[src/rtl/oled_pixel_streamer.sv]
// Streams one RGB565 frame as 9-bit {DC, byte} words: a command header, then hi/lo bytes per pixel.
// Define OLED_WINDOW_CMD_EN to prepend the column/row window commands to the header.
module oled_pixel_streamer #(
  parameter int WIDTH  = 128,
  parameter int HEIGHT = 128
) (
  input  logic        clk_i,
  input  logic        rst_i,
  input  logic        frame_start_i,
  input  logic [15:0] pix_data_i,
  input  logic        pix_valid_i,
  output logic        pix_ready_o,
  output logic [8:0]  word_data_o,
  output logic        word_valid_o,
  input  logic        word_ready_i,
  output logic        busy_o,
  output logic        frame_done_o
);
  typedef enum logic [2:0] {IDLE, CMD, PIX_FETCH, PIX_HI, PIX_LO, DONE} state_t;

  localparam logic [14:0] LAST_PIX = 15'(WIDTH * HEIGHT - 1);

  state_t      state_q, state_d;
  logic [14:0] cnt_q, cnt_d;
  logic [15:0] pix_q, pix_d;
  logic        word_xfer, pix_xfer, hdr_last;
  logic [8:0]  hdr_word;

`ifdef OLED_WINDOW_CMD_EN
  logic [2:0] hdr_idx_q, hdr_idx_d;

  assign hdr_last = (hdr_idx_q == 3'd6);

  always_comb begin
    case (hdr_idx_q)
      3'd0:    hdr_word = 9'h015;
      3'd1:    hdr_word = 9'h100;
      3'd2:    hdr_word = {1'b1, 8'(WIDTH - 1)};
      3'd3:    hdr_word = 9'h075;
      3'd4:    hdr_word = 9'h100;
      3'd5:    hdr_word = {1'b1, 8'(HEIGHT - 1)};
      default: hdr_word = 9'h05C;
    endcase
  end

  always_comb begin
    hdr_idx_d = hdr_idx_q;
    if (state_q == IDLE)
      hdr_idx_d = 3'd0;
    else if (state_q == CMD && word_xfer)
      hdr_idx_d = hdr_last ? 3'd0 : hdr_idx_q + 3'd1;
  end

  always_ff @(posedge clk_i or posedge rst_i) begin
    if (rst_i) hdr_idx_q <= 3'd0;
    else       hdr_idx_q <= hdr_idx_d;
  end
`else
  assign hdr_last = 1'b1;
  assign hdr_word = 9'h05C;
`endif

  // All handshake outputs decode registered state only, so no ready/valid combinational paths exist.
  assign pix_ready_o  = (state_q == PIX_FETCH);
  assign word_valid_o = (state_q == CMD) || (state_q == PIX_HI) || (state_q == PIX_LO);
  assign busy_o       = (state_q != IDLE) && (state_q != DONE);
  assign frame_done_o = (state_q == DONE);
  assign word_xfer    = word_valid_o & word_ready_i;
  assign pix_xfer     = pix_ready_o & pix_valid_i;

  always_comb begin
    word_data_o = 9'h000;
    case (state_q)
      CMD:     word_data_o = hdr_word;
      PIX_HI:  word_data_o = {1'b1, pix_q[15:8]};
      PIX_LO:  word_data_o = {1'b1, pix_q[7:0]};
      default: word_data_o = 9'h000;
    endcase
  end

  always_comb begin
    state_d = state_q;
    cnt_d   = cnt_q;
    pix_d   = pix_q;
    case (state_q)
      IDLE: begin
        if (frame_start_i) begin
          state_d = CMD;
          cnt_d   = 15'd0;
        end
      end
      CMD: begin
        if (word_xfer && hdr_last) state_d = PIX_FETCH;
      end
      PIX_FETCH: begin
        if (pix_xfer) begin
          pix_d   = pix_data_i;
          state_d = PIX_HI;
        end
      end
      PIX_HI: begin
        if (word_xfer) state_d = PIX_LO;
      end
      PIX_LO: begin
        if (word_xfer) begin
          cnt_d   = cnt_q + 15'd1;
          state_d = (cnt_q == LAST_PIX) ? DONE : PIX_FETCH;
        end
      end
      DONE:    state_d = IDLE;
      default: state_d = IDLE;
    endcase
  end

  always_ff @(posedge clk_i or posedge rst_i) begin
    if (rst_i) begin
      state_q <= IDLE;
      cnt_q   <= 15'd0;
    end else begin
      state_q <= state_d;
      cnt_q   <= cnt_d;
    end
  end

  // Pixel holding register is pure data; outputs mask it outside PIX_HI/PIX_LO.
  always_ff @(posedge clk_i) begin
    pix_q <= pix_d;
  end
endmodule

[config.mk]
export PLATFORM = sky130hd
export DESIGN_NAME = oled_pixel_streamer
export DESIGN_NICKNAME = d
export VERILOG_FILES = /design/src/rtl/oled_pixel_streamer.sv
export SDC_FILE = /design/constraint.sdc
export NUM_CORES = 1
export LEC_CHECK = 0
export CAP_MARGIN = 40
export CORE_AREA = 3 3 60 62
export CTS_CLUSTER_DIAMETER = 80
export CTS_CLUSTER_SIZE = 10
export DETAILED_ROUTE_END_ITERATION = 7
export DIE_AREA = 0 0 63 65
export MAX_ROUTING_LAYER = met4
export PLACE_DENSITY_LB_ADDON = 0.2
export SYNTH_ARGS = -nofsm -noshare
export SYNTH_HDL_FRONTEND = slang
export SYNTH_SLANG_ARGS = --single-unit
export TNS_END_PERCENT = 100
[constraint.sdc]
create_clock -name clk_i -period 5.2 [get_ports clk_i]
set_clock_uncertainty 0.2 [all_clocks]
set_input_delay 0.52 -clock clk_i [delete_from_list [all_inputs] [get_ports clk_i]]
set_output_delay 0.52 -clock clk_i [all_outputs]
set_load 0.02 [all_outputs]
==> impl_summary.md, run 1 <==
Setup path
The highest net fanout along the worst path is 14. The type of element capturing the critical path is an output port. The required arrival time at the worst endpoint is 4.48 ns. In this run the register-to-register setup slack is 2.78 ns.

The cell family contributing the most delay on the critical path is simple AND/OR/NAND/NOR gates. In this run the critical register-to-register path is launched from state_q[2]. By startpoint and endpoint, the worst setup path is classified as register to output port.

The worst path buffer plus inverter count is 1. The critical path's slowest cell is nor3b_2. The critical path launch point type is a register. The delay contributed by the slowest stage of the critical path is 0.72 ns. The worst endpoint data arrival time is 2.54 ns. Walking the worst path, the cells encountered are nor3b_2 -> a22o_1 -> clkdlybuf4s50_1. The first element of the critical path is state_q[2].

STA
The worst slew margin relative to its limit is 0.479. The sum of negative setup slack is 0 ns. The final count of negative-setup-slack endpoints is 0.

Timing would allow up to 0.307 GHz. The shortest period the worst path allows is 3.26 ns. The worst hold slack across all endpoints is 0.340 ns. The post-route fraction of the period consumed by the critical path is 0.627. The final hold violation count is 0. The number of pins with negative max-slew slack in the final report came to 0. For the pin with the worst max-slew slack, the measured transition is 0.778 ns. Setup repair after global routing left no endpoint under its margin.

Layout
The number of nets in the final layout is 205. The non-filler instance count after layout is 228. The share of final-layout standard cells stronger than drive strength 1 is 0.0815. The area of all placed cells without fillers is 2130 µm². The final antenna diode count is 0. Compared with the post-synthesis result, the final layout area differs by 24.3%.

Min path
The beginning of the worst hold path is cnt_q[0]. The min-delay analysis places its worst path in the category register to register.

Floorplanning
The count of pins on the block boundary is 34. The floorplan row count is 20. The initial utilization of the core area, before any placement, comes to 0.556.

The horizontal die dimension is 63 µm. The area of the die is 4100 µm². The core region is 3080 µm². The chip height is 65 µm.

Synthesis
The post-synthesis sequential area ratio is 0.544. The count of distinct cell types in the synthesized netlist is 49. After synthesis, the share of flip-flops with an asynchronous set or reset is 0.529. The cell count after synthesis came out at 148. The number of synthesis warnings is 0. Yosys instantiated no cell more often than dfrtp_1. By area the synthesized netlist is led by edfxtp_1, dfrtp_1, a22o_1. The number of flops mapped to enable cells by yosys is 16.

The most used flip-flop cell after synthesis is dfrtp_1. The commonest cells after synthesis are dfrtp_1, edfxtp_1, nand2_1, a22o_1, nor2_1. The net count after synthesis is 170. The share of synthesized area in the top cell type comes to 0.281. The register bit count reported by yosys is 34. The mapped netlist covers 1710 µm². Averaged over all synthesized cells, the footprint is 11.6 µm². The cell taking the most area after synthesis is edfxtp_1.

Routing
The post-detailed-route DRC marker count is 0. The iteration count of the initial detailed-routing pass is 4. The mean number of vias per cell is 5.73. Once detail routing completed, the nets flagged for antenna violations numbered 0.

The routed wirelength normalized by instance count is 15.4 µm. Summed over all layers, the routed wires come to 3520 µm. The number of DRC markers in iteration 0 is 74. Summing over every cut layer, the via total after detailed routing is 1307.

Power and ir drop
The share of total power in sequential cells is 0.412. Internal power comes to 556 µW. The total power density per cell area is 417 nW/µm².

The part of the power in combinational logic is 0.431. Summed over all cells, the static leakage comes to 0.794 nW. The peak supply drop is 372 µV. Of the total power, the share spent switching nets is 0.373. In this run the power spent charging and discharging nets is 331 µW. The clock share of power is 0.157. The design draws 887 µW.

Clocking
The worst-skew pair later-pin latency is 0.34 ns. The post-cts sizing count is 0. The clock tree synthesis step divided the H-tree into 2 levels.

The CTS tree is done. After clock tree synthesis, the flow added hold-fix buffers numbering 0. The clock sink count is 34. The number of buffers inserted by post-CTS setup repair is 0. The clock-pin slew reported for the worst setup and hold paths after clock tree synthesis is 0.10 ns. The number of buffers created by CTS is 5. The maximum buffer depth of the clock tree is 2.

The root buffer cell is clkbuf_4.

GRT
The via count of the first global-routing pass is 1315. The global-route usage over all layers is 0.202. The remaining global-route overflow is 0.

The global-route wire length before repair is 6150 µm. The number of antenna violations at the first check in global routing is 0. Entering global routing, the biggest net connects 19 pins.

Status
The run finished with clean final reports.

Flow run
The reported max-cap violation count is 0.

Place
The final estimated routing congestion in global placement is 0.772. The count of buffers from port buffering is 33. The HPWL reported at the end of detailed placement is 2560 µm. The number of placed instances, taps included, is 220. After detailed placement, the total cell area comes to 2080 µm².
[cell usage in the layout, fill, tap and decap left out, types with 3 or more instances in the layout]
master	netlist	final
nand3_1	3	3
nand4_1	4	4
clkbuf_1	3	3
o31ai_1	3	3
clkbuf_4	0	5
o21ai_1	3	3
nand2b_1	5	5
xor2_1	3	3
nor3b_1	3	3
a21oi_1	6	6
or3_1	4	4
dfrtp_1	18	18
edfxtp_1	16	16
clkdlybuf4s50_1	0	33
or2_1	4	4
a22o_1	8	8
nor2_1	7	7
nand2_1	12	12
[cells by family (layout without fill, tap and decap cells)]
logic type,after synthesis,in the layout,synth area share
compound gates,32,32,0.133
xor+xnor,5,5,0.0256
fa+ha+maj,1,1,0.00731
buf+inv,7,43,0.0176
flops,34,34,0.544
mux,3,3,0.0205
simple gates,66,66,0.252
[flip-flops by register name (all words and copies together), names as in the netlist]
register / cells
cnt_q: 15
pix_q: 16
state_q: 3
[through the flow]
step / util / setup WS [ns]
after global routing: 0.691 / 1.73
after floorplan: - / 2.75
after global placement: 0.675 / 2.33
after detailed placement: 0.675 / 2.32
final: 0.691 / 1.94
after CTS: 0.691 / 1.92
[final timing paths]
| path | to | cells past startpoint |
|---|---|---|
| worst min register to register | cnt_q[0] | 1 |
| min in group asynchronous | state_q[1] | 2 |
| worst max register to register | cnt_q[3] | 4 |
| max in group asynchronous | state_q[0] | 2 |
| worst max-delay path | word_data_o[3] | 3 |
| worst min-delay path | cnt_q[0] | 1 |
[final cells by class]
type / instances / area, µm²
fill: 241 / 952
sequential: 34 / 931
multi-input combinational: 107 / 749
timing repair buffer: 34 / 338
tap: 44 / 55.1
clock buffer: 8 / 48.8
inverter: 1 / 3.75
[per-layer routing]
layer  wire (µm)  vias up  track usage
li1            -      631            -
met1        1490      629        0.228
met2        1760       45        0.336
met3         259        2       0.0780
met4          16        0       0.0523
met5           0        -            -
[power groups by stage]
stage	combinational, mW	clock [mW]	sequential (mW)
after global placement	0.377	0	0.367
after floorplan	0.257	0	0.343
after detailed placement	0.382	0	0.371
after global routing	0.416	0.156	0.373
after CTS	0.386	0.140	0.365
final	0.382	0.139	0.365
Note: power is estimated with default switching activity, not from simulation.
==> run 2, diff against run 1 <==
CORE_AREA = 3 3 62 64   (was 3 3 60 62)
DIE_AREA = 0 0 65 67   (was 0 0 63 65)
clock period = 3.3 ns   (was 5.2 ns; I/O delays follow)
==> impl_summary.md, run 2 (synthesis results as in run 1) <==
Status
Result of the run: finished clean (unchanged).

Clocking
The clock sink count came to 34 (unchanged). The worst-skew pair later-pin latency came to 0.34 ns (about the same). The root buffer cell is clkbuf_4 (unchanged). The H-tree depth came to 2 (unchanged). The hold-fix buffer count after cts is 0 (unchanged).

The post-cts sizing count came to 0 (unchanged). The number of buffers created by CTS came to 5 (unchanged). The CTS tree is done (unchanged).

The maximum buffer depth of the clock tree was 2 (unchanged). The number of buffers inserted by post-CTS setup repair is 0 (unchanged). The clock-pin slew reported for the worst setup and hold paths after clock tree synthesis is 0.10 ns (about the same).

Layout
The number of fill cells is 275 (was 241). The layout overhead on the synthesized area is 24.8% (was 24.3%). The flip-flop count of the largest register after layout was 16 (unchanged). The most common library cell in the layout ignoring fill and taps is clkdlybuf4s50_1 (unchanged). The register with the most flip-flops is pix_q (unchanged). The share of final-layout standard cells stronger than drive strength 1 is 0.0978 (was 0.0815).

Leading cell types in the layout, fill and taps excluded: clkdlybuf4s50_1, dfrtp_1, edfxtp_1 (unchanged). The final antenna diode count was 0 (unchanged). Largest registers: pix_q x16, cnt_q x15, state_q x3 (unchanged). The non-filler instance count after layout is 230 (was 228). The number of nets in the final layout is 206 (was 205). The post-route core utilization was 0.640 (was 0.691).

STA
The number of pins with negative max-slew slack in the final report was 0 (unchanged). The final setup slack of the worst path is 0.481 ns (was 1.94 ns). The worst slew margin relative to its limit is 0.536 (was 0.479). Unrepaired setup endpoints after global routing: false (unchanged). The shortest period the worst path allows is 2.82 ns.

The transition at the pin with the smallest max-transition slack is 0.695 ns (was 0.778 ns). The highest attainable clock frequency is 0.355 GHz. The final count of negative-setup-slack endpoints is 0 (unchanged). The post-route fraction of the period consumed by the critical path is 0.854. The final hold violation count was 0 (unchanged). The sum of negative setup slack came to 0 ns (unchanged).

Setup path
The beginning of the worst register-to-register path was state_q[1] (was state_q[2]). The critical path's slowest cell is clkdlybuf4s50_1 (was nor3b_2). The category of the most critical setup path is register to output port (unchanged). The highest net fanout along the worst path is 14 (unchanged).

CP cell instances: and2b_1 -> and2_1 -> a22o_1 -> clkdlybuf4s50_1 (was nor3b_2 -> a22o_1 -> clkdlybuf4s50_1). The type of element capturing the critical path is an output port (unchanged). The register-to-register setup slack is 1.10 ns (was 2.78 ns). The capture point of the worst reg-to-reg path is pix_q[8] (was cnt_q[3]). The delay contributed by the slowest stage of the critical path is 0.61 ns (was 0.72 ns). The worst endpoint data arrival time is 2.29 ns (was 2.54 ns). The largest delay contributor family on the critical path is simple AND/OR/NAND/NOR gates (unchanged). The required arrival time at the worst endpoint is 2.77 ns (was 4.48 ns). The critical path launch point type is a register (unchanged).

The logic depth of the worst register-to-register path is 2 (was 4). The worst path buffer plus inverter count is 1 (unchanged).

Power and ir drop
The total power is 1.40 mW (was 887 µW). The leakage dissipation is 0.804 nW (was 0.794 nW). The total power density per cell area is 655 nW/µm² (was 417 nW/µm²). The peak supply drop is 393 µV (was 372 µV).

Routing
The wire length after detailed routing is 3470 µm (was 3520 µm). The routed wirelength normalized by instance count was 15.1 µm (was 15.4 µm). The number of DRC markers in iteration 0 was 48 (was 74).

The final antenna-violating net count is 0 (unchanged). The mean number of vias per cell is 5.65 (was 5.73). The iteration count of the initial detailed-routing pass is 4 (unchanged). The via count of the routed design is 1299 (was 1307). The post-detailed-route DRC marker count was 0 (unchanged).

Floorplanning
The area of the die is 4360 µm² (was 4100 µm²). The count of pins on the block boundary is 34 (unchanged). The chip height is 67 µm (was 65 µm). The horizontal die dimension is 65 µm (was 63 µm). The initial core utilization came to 0.513 (was 0.556). The floorplan row count is 21 (was 20). The core area is 3340 µm² (was 3080 µm²).

GRT
The number of antenna violations at the first check in global routing is 0 (unchanged). The via count of the first global-routing pass is 1359 (was 1315). The largest net degree at the start of global routing is 19 (unchanged).

The global-route wire length before repair is 5950 µm (was 6150 µm). The global-route usage over all layers is 0.187 (was 0.202). The remaining global-route overflow is 0 (unchanged).

Min path
The class of the tightest hold or removal check is primary input to async pin (was register to register).

Place
The final estimated routing congestion in global placement was 0.770 (was 0.772). The count of buffers from port buffering is 33 (unchanged). The post-place setup slack is 0.879 ns (was 2.32 ns). The post-placement cell count is 223 (was 220). The HPWL reported at the end of detailed placement came to 2530 µm (was 2560 µm).

Flow run
The reported max-cap violation count was 0 (unchanged).
[run 2: worst max-delay path by stage]
| stage | startpoint | endpoint | slack [ns] | depth (start not counted) |
|---|---|---|---|---|
| after floorplan | state_q[1] | pix_q[0] | 0.85 | 3 |
| after global placement | state_q[2] | word_data_o[0] | 0.91 | 4 |
| after detailed placement | state_q[2] | word_data_o[7] | 0.88 | 4 |
| after CTS | state_q[2] | word_data_o[7] | 0.46 | 4 |
| after global routing | state_q[2] | word_data_o[7] | 0.34 | 4 |
| final | state_q[2] | word_data_o[7] | 0.48 | 4 |
[run 2: metrics by stage]
stage	hold WS (ns)	instance area, µm²
2_1_floorplan	0.0686	1710
3_3_place_gp	0.304	2090
3_5_place_dp	0.330	2090
4_1_cts	0.215	2130
5_1_grt	0.240	2130
6_report	0.190	2130
[run 2: cell type report]
type,instances,area [µm²],area share
flip-flops and latches,34,931,0.436
multi-input cells,107,749,0.351
repair buffers,35,345,0.162
well taps,46,57.6,0.0270
clock buffers,5,37.5,0.0176
clock inverters,2,10.0,0.00469
inverters,1,3.75,0.00176
[run 2: routing by layer]
metal  GRT usage  vias up  wire (µm)
li1            -      626          -
met1       0.218      635       1460
met2       0.305       30       1770
met4      0.0818        0         63
met3      0.0489        8        174
met5           -        -          0
[run 2: report_power, final]
part	internal, mW	switching, mW	total [mW]
logic	0.296	0.309	0.605
clock network	0.0765	0.139	0.216
registers	0.499	0.0787	0.578
total	0.872	0.526	1.40
==> run 3, diff against run 2 <==
REMOVE_ABC_BUFFERS = 1   (was unset)
SKIP_LAST_GASP = 1   (was unset)
==> impl_summary.md, run 3 (synthesis results as in run 1) <==
Floorplanning
The area of the die is 4360 µm² (unchanged). The core area came to 3340 µm² (unchanged). The horizontal die dimension is 65 µm (unchanged).

The floorplan row count is 21 (unchanged). The chip height was 67 µm (unchanged). The initial core utilization is 0.513 (unchanged). The count of pins on the block boundary is 34 (unchanged).

Power and ir drop
The total power density per cell area is 668 nW/µm² (was 655 nW/µm²). The peak supply drop is 451 µV (was 393 µV). The leakage dissipation came to 0.805 nW (was 0.804 nW).

Routing
The wire length after detailed routing is 3700 µm (was 3470 µm). The post-detailed-route DRC marker count was 0 (unchanged). The number of DRC markers in iteration 0 is 58 (was 48). The mean number of vias per cell is 5.68 (was 5.65). The routed wirelength normalized by instance count is 16.0 µm (was 15.1 µm). The via count of the routed design was 1312 (was 1299). The final antenna-violating net count came to 0 (unchanged). The iteration count of the initial detailed-routing pass is 4 (unchanged).

Layout
The final antenna diode count came to 0 (unchanged). The flip-flop count of the largest register after layout is 16 (unchanged). The post-route core utilization is 0.643 (was 0.640). The layout overhead on the synthesized area is 25.5% (was 24.8%).

The register with the most flip-flops was pix_q (unchanged). Leading cell types in the layout, fill and taps excluded: clkdlybuf4s50_1, dfrtp_1, edfxtp_1 (unchanged). The share of final-layout standard cells stronger than drive strength 1 is 0.0919 (was 0.0978).

The number of fill cells is 275 (unchanged). The number of nets in the final layout is 206 (unchanged). The most common library cell in the layout ignoring fill and taps is clkdlybuf4s50_1 (unchanged).

Largest registers: pix_q x16, cnt_q x15, state_q x3 (unchanged).

Setup path
The register-to-register setup slack is 1.13 ns (was 1.10 ns). The required arrival time at the worst endpoint is 2.77 ns (about the same). The worst endpoint data arrival time was 2.36 ns (was 2.29 ns). The type of element capturing the critical path is an output port (unchanged). The category of the most critical setup path is register to output port (unchanged). The critical path launch point type is a register (unchanged). The highest net fanout along the worst path is 14 (unchanged).

GRT
The global-route wire length before repair is 6380 µm (was 5950 µm). The global-route usage over all layers is 0.201 (was 0.187). The largest net degree at the start of global routing came to 19 (unchanged).

The via count of the first global-routing pass is 1396 (was 1359). The remaining global-route overflow is 0 (unchanged). The number of antenna violations at the first check in global routing is 0 (unchanged).

Clocking
The hold-fix buffer count after cts is 0 (unchanged). The maximum buffer depth of the clock tree is 2 (unchanged). The root buffer cell is clkbuf_4 (unchanged). The number of buffers created by CTS is 5 (unchanged). The post-cts sizing count was 0 (unchanged). The H-tree depth is 2 (unchanged).

The worst-skew pair later-pin latency is 0.34 ns (about the same). The CTS tree is done (unchanged). The clock-pin slew reported for the worst setup and hold paths after clock tree synthesis is 0.11 ns (was 0.10 ns).

The number of buffers inserted by post-CTS setup repair came to 0 (unchanged). The clock sink count is 34 (unchanged).

STA
The final hold violation count is 0 (unchanged). The transition at the pin with the smallest max-transition slack is 0.690 ns (was 0.695 ns). The post-route fraction of the period consumed by the critical path was 0.876 (was 0.854).

The final count of negative-setup-slack endpoints is 0 (unchanged). The number of pins with negative max-slew slack in the final report is 0 (unchanged). The sum of negative setup slack is 0 ns (unchanged).

The shortest period the worst path allows is 2.89 ns (was 2.82 ns). The highest attainable clock frequency is 0.346 GHz (was 0.355 GHz). The worst slew margin relative to its limit was 0.540 (was 0.536). Unrepaired setup endpoints after global routing: false (unchanged).

Flow run
The reported max-cap violation count is 0 (unchanged).

Place
The HPWL reported at the end of detailed placement is 2630 µm (was 2530 µm). The final estimated routing congestion in global placement is 0.779 (was 0.770). The count of buffers from port buffering is 33 (unchanged).

Min path
The class of the tightest hold or removal check is primary input to async pin (unchanged).

Status
Result of the run: finished clean (unchanged).
[run 3: path summary, 6_finish.rpt]
kind | startpoint | end | depth (start not counted)
max | state_q[2] | word_data_o[2] | 4
min | rst_i | cnt_q[8] | 2
max reg2reg | state_q[1] | pix_q[3] | 2
min reg2reg | cnt_q[0] | cnt_q[0] | 1
max in group asynchronous | rst_i | state_q[0] | 2
min in group clk_i | pix_data_i[1] | pix_q[1] | 1
[run 3: layer usage]
metal  vias to the layer above  global-route usage  wire length, µm
li1                        633                   -                -
met1                       629               0.233             1530
met2                        42               0.330             1910
met3                         8              0.0624              183
met4                         0              0.0739               73
met5                         -                   -                0
[run 3: power by group]
group / internal (mW) / switching, mW / total, mW / leakage (nW)
clock network: 0.105 / 0.140 / 0.245 / 0.0326
registers: 0.499 / 0.0808 / 0.580 / 0.392
logic: 0.297 / 0.311 / 0.608 / 0.381
total: 0.901 / 0.531 / 1.43 / 0.805
[run 3: worst max-delay path: stages (launching register included)]
cell and delay [ns]:
dfrtp_1 0.62, nor3b_2 0.39, buf_4 0.24, a22o_1 0.16, clkdlybuf4s50_1 0.61
[run 3: area by class of cell]
cell class                 count  area, µm²  share of cell area
sequential                    34        931               0.434
tap                           46       57.6              0.0268
clock buffer                   8       58.8              0.0274
inverter                       1       3.75             0.00175
timing repair buffer          35        345               0.161
multi-input combinational    107        749               0.349
[run 3: stage by stage]
| step | total power, mW | instance area [µm²] | setup slack (ns) | instances | hold WS, ns |
|---|---|---|---|---|---|
| after global placement | 1.18 | 2090 | 0.874 | 223 | 0.323 |
| final | 1.43 | 2150 | 0.408 | 231 | 0.172 |
| after floorplan | 0.929 | 1680 | 0.994 | 142 | 0.0686 |
| after global routing | 1.53 | 2150 | 0.215 | 231 | 0.240 |
| after CTS | 1.45 | 2150 | 0.385 | 231 | 0.191 |
| after detailed placement | 1.19 | 2090 | 0.789 | 223 | 0.331 |
